$ cat src/rtl/dontcare_arb_pkg.sv
// Shared constants and the round-robin search function for the don't-care arbiter.
// DONTCARE_ZERO_EN turns every don't-care fill into all-zero instead of 'x.
package dontcare_arb_pkg;

    localparam int DEF_NUM_REQ = 4;
    localparam int DEF_DATA_W  = 8;
    localparam int MAX_REQ     = 16;
    localparam int MAX_SRC_W   = 4;
    localparam int MAX_DC_W    = 1024;

`ifdef DONTCARE_ZERO_EN
    localparam logic DC_BIT = 1'b0;
`else
    localparam logic DC_BIT = 1'bx;
`endif

    // Wide fills so users can slice the width they need without zero-extending an 'x.
    localparam logic [MAX_DC_W-1:0]  DC_DATA = {MAX_DC_W{DC_BIT}};
    localparam logic [MAX_SRC_W-1:0] DC_SRC  = {MAX_SRC_W{DC_BIT}};

    // Returns {found, index}; scan starts one past last and wraps modulo n.
    function automatic logic [MAX_SRC_W:0] rr_pick(input logic [MAX_REQ-1:0] valid,
                                                   input int unsigned last,
                                                   input int unsigned n);
        logic        found;
        int unsigned idx;
        int unsigned pos;
        found = 1'b0;
        idx   = 0;
        for (int unsigned k = 1; k <= MAX_REQ; k++) begin
            pos = last + k;
            if (pos >= n)
                pos = pos - n;
            if (k <= n && !found && valid[pos[MAX_SRC_W-1:0]]) begin
                found = 1'b1;
                idx   = pos;
            end
        end
        return {found, idx[MAX_SRC_W-1:0]};
    endfunction

endpackage

$ cat src/rtl/rr_priority_pick.sv
// Combinational round-robin finder: first valid requester after last, wrapping.
module rr_priority_pick
    import dontcare_arb_pkg::*;
#(
    parameter  int NUM_REQ = DEF_NUM_REQ,
    localparam int SRC_W   = $clog2(NUM_REQ)
) (
    input  logic [NUM_REQ-1:0] valid,
    input  logic [SRC_W-1:0]   last,
    output logic               found,
    output logic [SRC_W-1:0]   winner
);

    logic [MAX_SRC_W:0] pick;

    always_comb begin
        pick   = rr_pick(MAX_REQ'(valid), 32'(last), NUM_REQ);
        found  = pick[MAX_SRC_W];
        winner = SRC_W'(pick[MAX_SRC_W-1:0]);
    end

endmodule

$ cat src/rtl/dontcare_rr_arbiter.sv
// Round-robin arbiter feeding a one-entry registered output slot.
// Build with DONTCARE_ZERO_EN to drive zeros instead of 'x into idle data/source fields.
module dontcare_rr_arbiter
    import dontcare_arb_pkg::*;
#(
    parameter  int NUM_REQ = DEF_NUM_REQ,
    parameter  int DATA_W  = DEF_DATA_W,
    localparam int SRC_W   = $clog2(NUM_REQ)
) (
    input  logic                      clock,
    input  logic                      reset_n,
    input  logic [NUM_REQ-1:0]        in_valid,
    input  logic [NUM_REQ*DATA_W-1:0] in_data,
    output logic [NUM_REQ-1:0]        in_ready,
    output logic                      out_valid,
    output logic [DATA_W-1:0]         out_data,
    output logic [SRC_W-1:0]          out_src,
    input  logic                      out_ready
);

    localparam logic [DATA_W-1:0] DC_D       = DC_DATA[DATA_W-1:0];
    localparam logic [SRC_W-1:0]  DC_S       = DC_SRC[SRC_W-1:0];
    localparam logic [SRC_W-1:0]  LAST_RESET = SRC_W'(NUM_REQ - 1);

    logic [SRC_W-1:0] last_grant;
    logic             found;
    logic [SRC_W-1:0] winner;
    logic             can_load;
    logic             accept;

    rr_priority_pick #(.NUM_REQ(NUM_REQ)) u_pick (
        .valid  (in_valid),
        .last   (last_grant),
        .found  (found),
        .winner (winner)
    );

    // The slot is EMPTY/FULL purely by out_valid; a draining slot can reload in the same cycle.
    always_comb begin
        can_load = !out_valid || out_ready;
        accept   = can_load && found;
        in_ready = accept ? (NUM_REQ'(1) << winner) : '0;
    end

    always_ff @(posedge clock or negedge reset_n) begin
        if (!reset_n) begin
            out_valid  <= 1'b0;
            out_data   <= DC_D;
            out_src    <= DC_S;
            last_grant <= LAST_RESET;
        end else if (accept) begin
            out_valid  <= 1'b1;
            out_data   <= in_data[winner*DATA_W +: DATA_W];
            out_src    <= winner;
            last_grant <= winner;
        end else if (out_valid && out_ready) begin
            out_valid  <= 1'b0;
            out_data   <= DC_D;
            out_src    <= DC_S;
        end
    end

endmodule

$ cat config.mk
export PLATFORM = sky130hd
export DESIGN_NAME = dontcare_rr_arbiter
export DESIGN_NICKNAME = d
export VERILOG_FILES = /design/src/rtl/dontcare_arb_pkg.sv /design/src/rtl/rr_priority_pick.sv /design/src/rtl/dontcare_rr_arbiter.sv
export SDC_FILE = /design/constraint.sdc
export NUM_CORES = 1
export LEC_CHECK = 0
export BUFFER_PORTS_ARGS = -buffer_cell sky130_fd_sc_hd__buf_2
export CAP_MARGIN = 5
export CORE_MARGIN = 4
export CORE_UTILIZATION = 52
export DETAILED_ROUTE_END_ITERATION = 8
export GPL_TIMING_DRIVEN = 0
export PLACE_DENSITY = 0.88
export SLEW_MARGIN = 20
export SYNTH_ARGS = -nofsm -noshare
export SYNTH_HDL_FRONTEND = slang
export SYNTH_SLANG_ARGS = --single-unit
export TNS_END_PERCENT = 20
$ cat constraint.sdc
create_clock -name clock -period 5.4 [get_ports clock]
set_input_delay 1.08 -clock clock [delete_from_list [all_inputs] [get_ports clock]]
set_output_delay 1.08 -clock clock [all_outputs]
set_load 0.1 [all_outputs]
==> out/metrics.cfg, run 1 <==
[critical_path]
endpoint_kind = output pin
cp_data_arrival_time_ns = 4.03
worstSetupPathType = flop to output pin
critPathMaxFanout = 11
required_ns = 4.32
max_stage_delay_ns = 0.62
start_kind = flop
slowest_stage = dfstp_2
crit_chain = buf_4, inv_1, clkbuf_1, ha_1, buf_6, mux2_4, a22o_4, or3_1, a21oi_2, and2_1, buf_2
r2r-start = last_grant[0]
crit_start = last_grant[0]

[timing]
grt_setup_unrepaired = false
finalCritPeriodShare_pct = 94.7
fmax_ghz = 0.196
setup_viol = 0
min_period_ns = 5.11
tns_ns = 0
slew_violations = 0
worst_slew_pin_slew_ns = 0.747
max-slew-margin-rel_pct = 49.5
hold_viol_final = 0
fin_skew_ns = 0.0116
timing.hold.ws_ns = 0.478

[synthesis]
synth_nets = 228
avgSynthCellArea_sq_um = 8.26
ys_ff_latch = 13
yosysSeqAreaShare_pct = 21.6
yosys_warnings = 0
synthCells = 184
ys_types = 50
syn_area_sq_um = 1520

[grt]
antenna_found_initial = 0
grt_pass1_vias = 1493
track_usage_pct = 23.4
grt_max_degree = 14
grt_pass1_wl_um = 6650
gr-total-overflow = 0

[floorplan]
die_h_um = 62.0
core_sq_um = 2780
fp.dieW_um = 62.0
dieArea_sq_um = 3850
num_io_pins = 54
initial_core_util_pct = 54.6
rows = 19

[route]
ant_nets = 0
wirelength_um = 4380
drt-initial-drc-count = 69
routed-via-count = 1701
wire_per_inst_um = 16.1
drt-pass1-iter-count = 4
drcViolationCount = 0
viasPerCell = 6.25

[clock_tree]
clkTransAtPathRegs_ns = 0.10
ctsHoldBuffers = 0
post_cts_buffers = 0
cts-resized-gates = 0
cts_buffer_depth = 2
cts_tree = yes
cts_made_buffers = 3
insertion_delay_ns = 0.30
cts_root_buffer = clkbuf_4
cts_num_sinks = 13
htreeDepth = 1

[outcome]
status = completed

[hold_path]
hp-start = out_src[0]
hp-class = flop to flop

[final_layout]
fin_cells = 272
diodes = 0
fillers = 247
multi_input_area_sq_um = 1110
final_nets = 286
drive_gt1_share_pct = 33.6
syn_to_final_growth_pct = 22.1
seqCellArea_sq_um = 328

[placement]
dp_cells = 268
hpwl_um = 3300
gp_congestion = 0.920
portBuffers = 53

[job]
maxCapViolations = 0

## final cells by class
class	instances	share of cell area, %
Sequential cell	13	17.7
Buffer	12	3.44
Multi-Input combinational cell	152	59.6
Clock buffer	4	1.42
Inverter	7	1.42
Timing Repair Buffer	53	14.3
Tap cell	31	2.09
## registers in the layout (all words and copies together), names as in the netlist
name        count
last_grant      2
out_src         2
out_data        8
out_valid       1
## synthesized netlist by cell type (all sizes together)
cell	n	area share, %
a2111oi	4	3.5
a211oi	1	0.82
a21boi	2	0.99
a21o	3	1.5
a21oi	5	1.9
a22o	2	1.7
a22oi	3	1.8
and2	2	0.82
and3	2	0.82
buf	7	2.9
clkbuf	5	1.3
dfrtp	11	18
dfstp	2	3.5
ha	5	4.1
inv	7	1.7
mux2	5	4.4
mux2i	11	7.5
nand2	20	5.3
nand2b	3	1.2
nand3	1	0.33
nand3b	5	2.5
nor2	22	5.4
nor2b	1	0.41
nor3	5	2.0
o2111ai	15	8.6
o211ai	11	5.4
o21a	2	0.99
o21ai	8	2.6
o221ai	3	1.7
o311ai	3	1.7
o31a	1	0.58
o31ai	1	0.49
o32ai	1	0.58
o41ai	1	0.58
or3	2	0.82
xnor2	2	1.2
## cell usage in the layout (no fill, tap or decap), types with 2 or more instances in the layout
cell type,Yosys,routed
clkbuf_4,0,3
clkbuf_1,4,5
nor2_1,22,22
ha_1,5,5
o21ai_0,4,4
o2111ai_1,15,15
a21oi_1,4,4
nand2_1,18,18
dfstp_2,2,2
a21boi_1,2,2
xnor2_1,2,2
nand2b_1,3,3
o221ai_1,3,3
dfrtp_1,11,11
nor3_1,4,3
a22oi_1,2,2
and3_1,2,2
mux2_2,2,2
o21a_1,2,2
mux2_4,3,3
a21o_1,3,3
o211ai_1,11,11
nand2_2,2,2
nand3b_1,5,5
nor3_2,1,2
o21ai_1,4,4
inv_1,7,7
a2111oi_0,3,3
buf_2,5,58
o311ai_0,2,2
mux2i_1,10,10
or3_1,2,2
## final timing paths
| check | end | cells after the start | slack (ns) |
|---|---|---|---|
| worst max-delay path | in_ready[3] | 11 | 0.29 |
| worst min-delay path | out_src[0] | 2 | 0.48 |
| worst max register to register | out_data[0] | 12 | 1.69 |
| worst min register to register | out_src[0] | 2 | 0.48 |
| max in group asynchronous | last_grant[0] | 1 | 4.45 |
| min in group asynchronous | out_valid | 1 | 0.66 |
## metrics by stage
stage / area (sq um) / utilization [%] / worst slack [ns]
detailed placement: 1830 / 65.7 / 0.627
CTS: 1850 / 66.7 / 0.320
global route: 1850 / 66.7 / 0.157
finish: 1850 / 66.7 / 0.287
global placement: 1830 / 65.7 / 0.697
floorplan: 1520 / - / 0.355
## critical path, delay by kind of cell (launching register included)
family | cells | cell delay [ns]
and+or+nand+nor | 2 | 0.55
DFF | 1 | 0.62
AOI/OAI and AO/OA | 2 | 0.73
muxes | 1 | 0.31
adders and majority gates | 1 | 0.38
buffers and inverters | 5 | 1.13
## routing by layer
layer / part of all wire (%) / wire length [um] / vias to the layer above / track usage [%]
li1: - / - / 826 / -
met1: 43 / 1880 / 795 / 31.4
met2: 48 / 2080 / 73 / 38.6
met3: 8.1 / 356 / 7 / 2.48
met4: 1.5 / 64 / 0 / 8.48
met5: 0 / 0 / - / 0
## kinds of logic after synthesis
| logic type | after synthesis | share of synthesized area, % |
|---|---|---|
| compound gates | 66 | 35.7 |
| simple gates | 63 | 19.6 |
| buf+inv | 19 | 5.93 |
| mux | 16 | 11.9 |
| flops | 13 | 21.6 |
| fa+ha+maj | 5 | 4.12 |
| xor+xnor | 2 | 1.15 |
Power of run 1 is left out: the tool's default activity adds up to more than one toggle a clock period on the data nets, which glitch-free logic cannot reach.
==> run 2, diff against run 1 <==
--- a/config.mk
+++ b/config.mk
@@ -11,6 +11,7 @@
 export CORE_UTILIZATION = 52
 export DETAILED_ROUTE_END_ITERATION = 8
 export GPL_TIMING_DRIVEN = 0
+export MAX_ROUTING_LAYER = met4
 export PLACE_DENSITY = 0.88
 export SLEW_MARGIN = 20
 export SYNTH_ARGS = -nofsm -noshare
==> out/metrics.cfg, run 2 (synthesis gave the netlist of run 1 again) <==
[outcome]
status = completed

[route]
viasPerCell = 6.29  ; +0.59%
drt-initial-drc-count = 86  ; +25%
ant_nets = 0  ; unchanged
wire_per_inst_um = 16.2  ; +0.32%
wirelength_um = 4390  ; +0.32%
routed-via-count = 1711  ; +0.59%
drcViolationCount = 0  ; unchanged
drt-pass1-iter-count = 4  ; unchanged

[critical_path]
max_stage_delay_ns = 0.62  ; about the same
cp_data_arrival_time_ns = 4.04  ; about the same
required_ns = 4.32  ; about the same
worstSetupPathType = flop to output pin
crit_chain = buf_4, inv_1, clkbuf_1, ha_1, buf_6, mux2_4, a22o_4, or3_1, a21oi_2, and2_1, buf_2
cpLargestDelayFamily = buffers and inverters
critPathMaxFanout = 11  ; unchanged
slowest_stage = dfstp_2
critPathBufInv = 5  ; unchanged
endpoint_kind = output pin
start_kind = flop

[grt]
grt_max_degree = 14  ; unchanged
track_usage_pct = 24.1  ; +0.76 points
antenna_found_initial = 0  ; unchanged
grt_pass1_vias = 1484  ; -0.60%
grt_pass1_wl_um = 6670  ; +0.32%
gr-total-overflow = 0  ; unchanged

[timing]
max-slew-margin-rel_pct = 49.6  ; about the same
slew_violations = 0  ; unchanged
hold_viol_final = 0  ; unchanged
fin_skew_ns = 0.00877  ; -0.00279 ns
finalCritPeriodShare_pct = 94.7  ; about the same
fmax_ghz = 0.195  ; about the same
min_period_ns = 5.12  ; +0.00342 ns
setup_viol = 0  ; unchanged
grt_setup_unrepaired = false
worst_slew_pin_slew_ns = 0.747  ; -0.000181 ns
tns_ns = 0  ; unchanged

[final_layout]
syn_to_final_growth_pct = 22.1  ; unchanged
largest_register = out_data
layout_common_cells = buf_2 (58), nor2_1 (22), nand2_1 (18)
fillers = 247  ; unchanged
seqCellArea_sq_um = 328  ; unchanged
diodes = 0  ; unchanged
drive_gt1_share_pct = 33.6  ; unchanged
largest_register_ffs = 8  ; unchanged
final_common_cell = buf_2
multi_input_area_sq_um = 1110  ; unchanged
final_nets = 286  ; unchanged
reg_top3 = out_data: 8 flops, last_grant: 2 flops, out_src: 2 flops

[floorplan]
core_sq_um = 2780  ; unchanged
initial_core_util_pct = 54.6  ; unchanged
die_h_um = 62.0  ; unchanged
num_io_pins = 54  ; unchanged
rows = 19  ; unchanged
dieArea_sq_um = 3850  ; unchanged
fp.dieW_um = 62.0  ; unchanged

[clock_tree]
cts_made_buffers = 3  ; unchanged
cts-resized-gates = 0  ; unchanged
insertion_delay_ns = 0.30  ; about the same
cts_buffer_depth = 2  ; unchanged
cts_root_buffer = clkbuf_4
cts_num_sinks = 13  ; unchanged
cts_tree = yes
clkTransAtPathRegs_ns = 0.10  ; about the same
htreeDepth = 1  ; unchanged
post_cts_buffers = 0  ; unchanged
ctsHoldBuffers = 0  ; unchanged

[placement]
gp_congestion = 0.937  ; +1.7%
portBuffers = 53  ; unchanged
hpwl_um = 3300  ; unchanged

[job]
maxCapViolations = 0  ; unchanged

[hold_path]
hp-class = flop to flop

[run 2: final timing paths]
kind                          startpoint             to  slack (ns)  cells past startpoint
max                        last_grant[0]    in_ready[3]        0.28                     11
min reg2reg                   out_src[0]     out_src[0]        0.48                      2
min in group asynchronous        reset_n      out_valid        0.66                      1
min                           out_src[0]     out_src[0]        0.48                      2
max in group asynchronous        reset_n  last_grant[0]        4.45                      1
max reg2reg                last_grant[0]    out_data[0]        1.73                     12
[run 2: layer usage]
metal,part of all wire (%),up-vias,track usage [%]
li1,-,826,-
met1,42,802,31.8
met2,48,74,38.3
met3,7.9,9,2.48
met4,1.7,0,8.48
met5,0,-,-
[run 2: area by class of cell]
cell class / instances / area share, %
plain buffers: 12 / 3.44
well taps: 31 / 2.09
flip-flops and latches: 13 / 17.7
multi-input cells: 152 / 59.6
clock buffers: 4 / 1.42
inverters: 7 / 1.42
repair buffers: 53 / 14.3
[run 2: stage by stage]
stage               hold WS [ns]  util [%]  instances  worst slack (ns)  cell area, sq um
floorplan                  0.567         -        184             0.355              1520
global placement           0.455      65.7        268             0.697              1830
detailed placement         0.468      65.7        268             0.627              1830
CTS                        0.490      66.7        272             0.320              1850
global route               0.525      66.7        272             0.157              1850
finish                     0.479      66.7        272             0.284              1850
[run 2: tightest hold or removal path, cell delays in order, from the launching register on]
cell and delay [ns]:
dfrtp_1 0.35, nand2_1 0.04, o21ai_0 0.06
Power of run 2 is left out for the same reason.
==> run 3, diff against run 2 <==
--- a/config.mk
+++ b/config.mk
@@ -7,6 +7,7 @@
 export LEC_CHECK = 0
 export BUFFER_PORTS_ARGS = -buffer_cell sky130_fd_sc_hd__buf_2
 export CAP_MARGIN = 5
+export CORE_ASPECT_RATIO = 0.9
 export CORE_MARGIN = 4
 export CORE_UTILIZATION = 52
 export DETAILED_ROUTE_END_ITERATION = 8
==> out/metrics.cfg, run 3 (synthesis gave the netlist of run 1 again) <==
[timing]
max-slew-margin-rel_pct = 49.5  ; about the same
fmax_ghz = 0.197  ; +0.60%
setup_viol = 0  ; unchanged
finalCritPeriodShare_pct = 94.2  ; -0.56 points
hold_viol_final = 0  ; unchanged
layout_setup_ws_ns = 0.314  ; +0.0304 ns
grt_setup_unrepaired = false
min_period_ns = 5.09  ; -0.0304 ns
worst_slew_pin_slew_ns = 0.748  ; +0.000727 ns
slew_violations = 0  ; unchanged
fin_skew_ns = 0.00474  ; -0.00403 ns
tns_ns = 0  ; unchanged

[route]
drcViolationCount = 0  ; unchanged
routed-via-count = 1681  ; -1.8%
drt-pass1-iter-count = 4  ; unchanged
wirelength_um = 4180  ; -4.9%
drt-initial-drc-count = 143  ; +66%
wire_per_inst_um = 14.9  ; -8.0%
viasPerCell = 5.98  ; -4.9%
ant_nets = 0  ; unchanged

[clock_tree]
post_cts_buffers = 0  ; unchanged
cts_buffer_depth = 2  ; unchanged
cts_root_buffer = clkbuf_4
cts_num_sinks = 13  ; unchanged
insertion_delay_ns = 0.28  ; -0.02 ns
cts_made_buffers = 3  ; unchanged
cts-resized-gates = 0  ; unchanged
ctsHoldBuffers = 0  ; unchanged
cts_tree = yes
htreeDepth = 1  ; unchanged
clkTransAtPathRegs_ns = 0.09  ; about the same

[floorplan]
initial_core_util_pct = 54.8  ; +0.22 points
core_sq_um = 2770  ; -0.40%
dieArea_sq_um = 3850  ; about the same
die_h_um = 59.3  ; -4.5%
rows = 18  ; -1
num_io_pins = 54  ; unchanged
fp.dieW_um = 65.0  ; +4.7%

[grt]
grt_pass1_wl_um = 6890  ; +3.2%
gr-total-overflow = 0  ; unchanged
track_usage_pct = 23.3  ; -0.84 points
antenna_found_initial = 0  ; unchanged
grt_max_degree = 14  ; unchanged
grt_pass1_vias = 1550  ; +4.4%

[critical_path]
required_ns = 4.32  ; about the same
start_kind = flop
cp_data_arrival_time_ns = 4.01  ; -0.03 ns
endpoint_kind = output pin
critPathMaxFanout = 11  ; unchanged
worstSetupPathType = flop to output pin

[final_layout]
layout_common_cells = buf_2 (58), nor2_1 (22), nand2_1 (18)
diodes = 0  ; unchanged
syn_to_final_growth_pct = 22.8
largest_register_ffs = 8  ; unchanged
reg_top3 = out_data: 8 flops, last_grant: 2 flops, out_src: 2 flops
drive_gt1_share_pct = 33.6  ; unchanged
final_nets = 286  ; unchanged
final_common_cell = buf_2
largest_register = out_data

[hold_path]
hp-class = flop to flop

[placement]
hpwl_um = 3210  ; -2.7%
portBuffers = 53  ; unchanged
gp_congestion = 0.927  ; -0.98%
dp_worst_setup_slack_ns = 0.633  ; +0.00598 ns

[job]
maxCapViolations = 0  ; unchanged

[outcome]
status = completed

run 3: cell counts in the layout (fill, tap and decap cells not counted):
No cell type changed its count.
run 3: metal layers:
metal / global-route usage (%) / part of all wire (%) / up-vias
met3: 5.12 / 9.1 / 4
li1: - / - / 828
met2: 35.1 / 46 / 75
met1: 31.2 / 45 / 774
met5: - / 0 / -
met4: 7.53 / 0.62 / 0
run 3: worst max-delay path, stage by stage, from the launching register on:
cell and delay, ns:
dfstp_2 0.62, buf_4 0.21, inv_1 0.09, clkbuf_1 0.26, ha_1 0.38, buf_6 0.14, mux2_4 0.31, a22o_4 0.28
o41ai_1 0.68, a21oi_2 0.24, and2_1 0.21, buf_2 0.28
run 3: cell type report:
type,count,area (sq um)
multi-input combinational,152,1110
fill,238,905
sequential,13,328
timing repair buffer,53,265
buffer,12,63.8
tap,40,50.0
clock buffer,4,26.3
inverter,7,26.3
run 3: metrics by stage:
stage / util, % / area (sq um) / hold slack [ns] / std cells
3_5_place_dp: 66.4 / 1840 / 0.468 / 277
4_1_cts: 67.3 / 1870 / 0.486 / 281
5_1_grt: 67.3 / 1870 / 0.517 / 281
2_1_floorplan: - / 1520 / 0.567 / 184
6_report: 67.3 / 1870 / 0.481 / 281
3_3_place_gp: 66.4 / 1840 / 0.458 / 277
run 3: final timing paths:
| check | from | end | slack [ns] | cells past startpoint |
|---|---|---|---|---|
| worst min register to register | out_src[1] | out_src[1] | 0.48 | 1 |
| worst min-delay path | out_src[1] | out_src[1] | 0.48 | 1 |
| worst max register to register | last_grant[0] | out_data[7] | 1.75 | 12 |
| max in group asynchronous | reset_n | last_grant[1] | 4.43 | 1 |
| worst max-delay path | last_grant[0] | in_ready[3] | 0.31 | 11 |
| min in group asynchronous | reset_n | out_data[4] | 0.68 | 1 |
Power of run 3 is left out for the same reason.
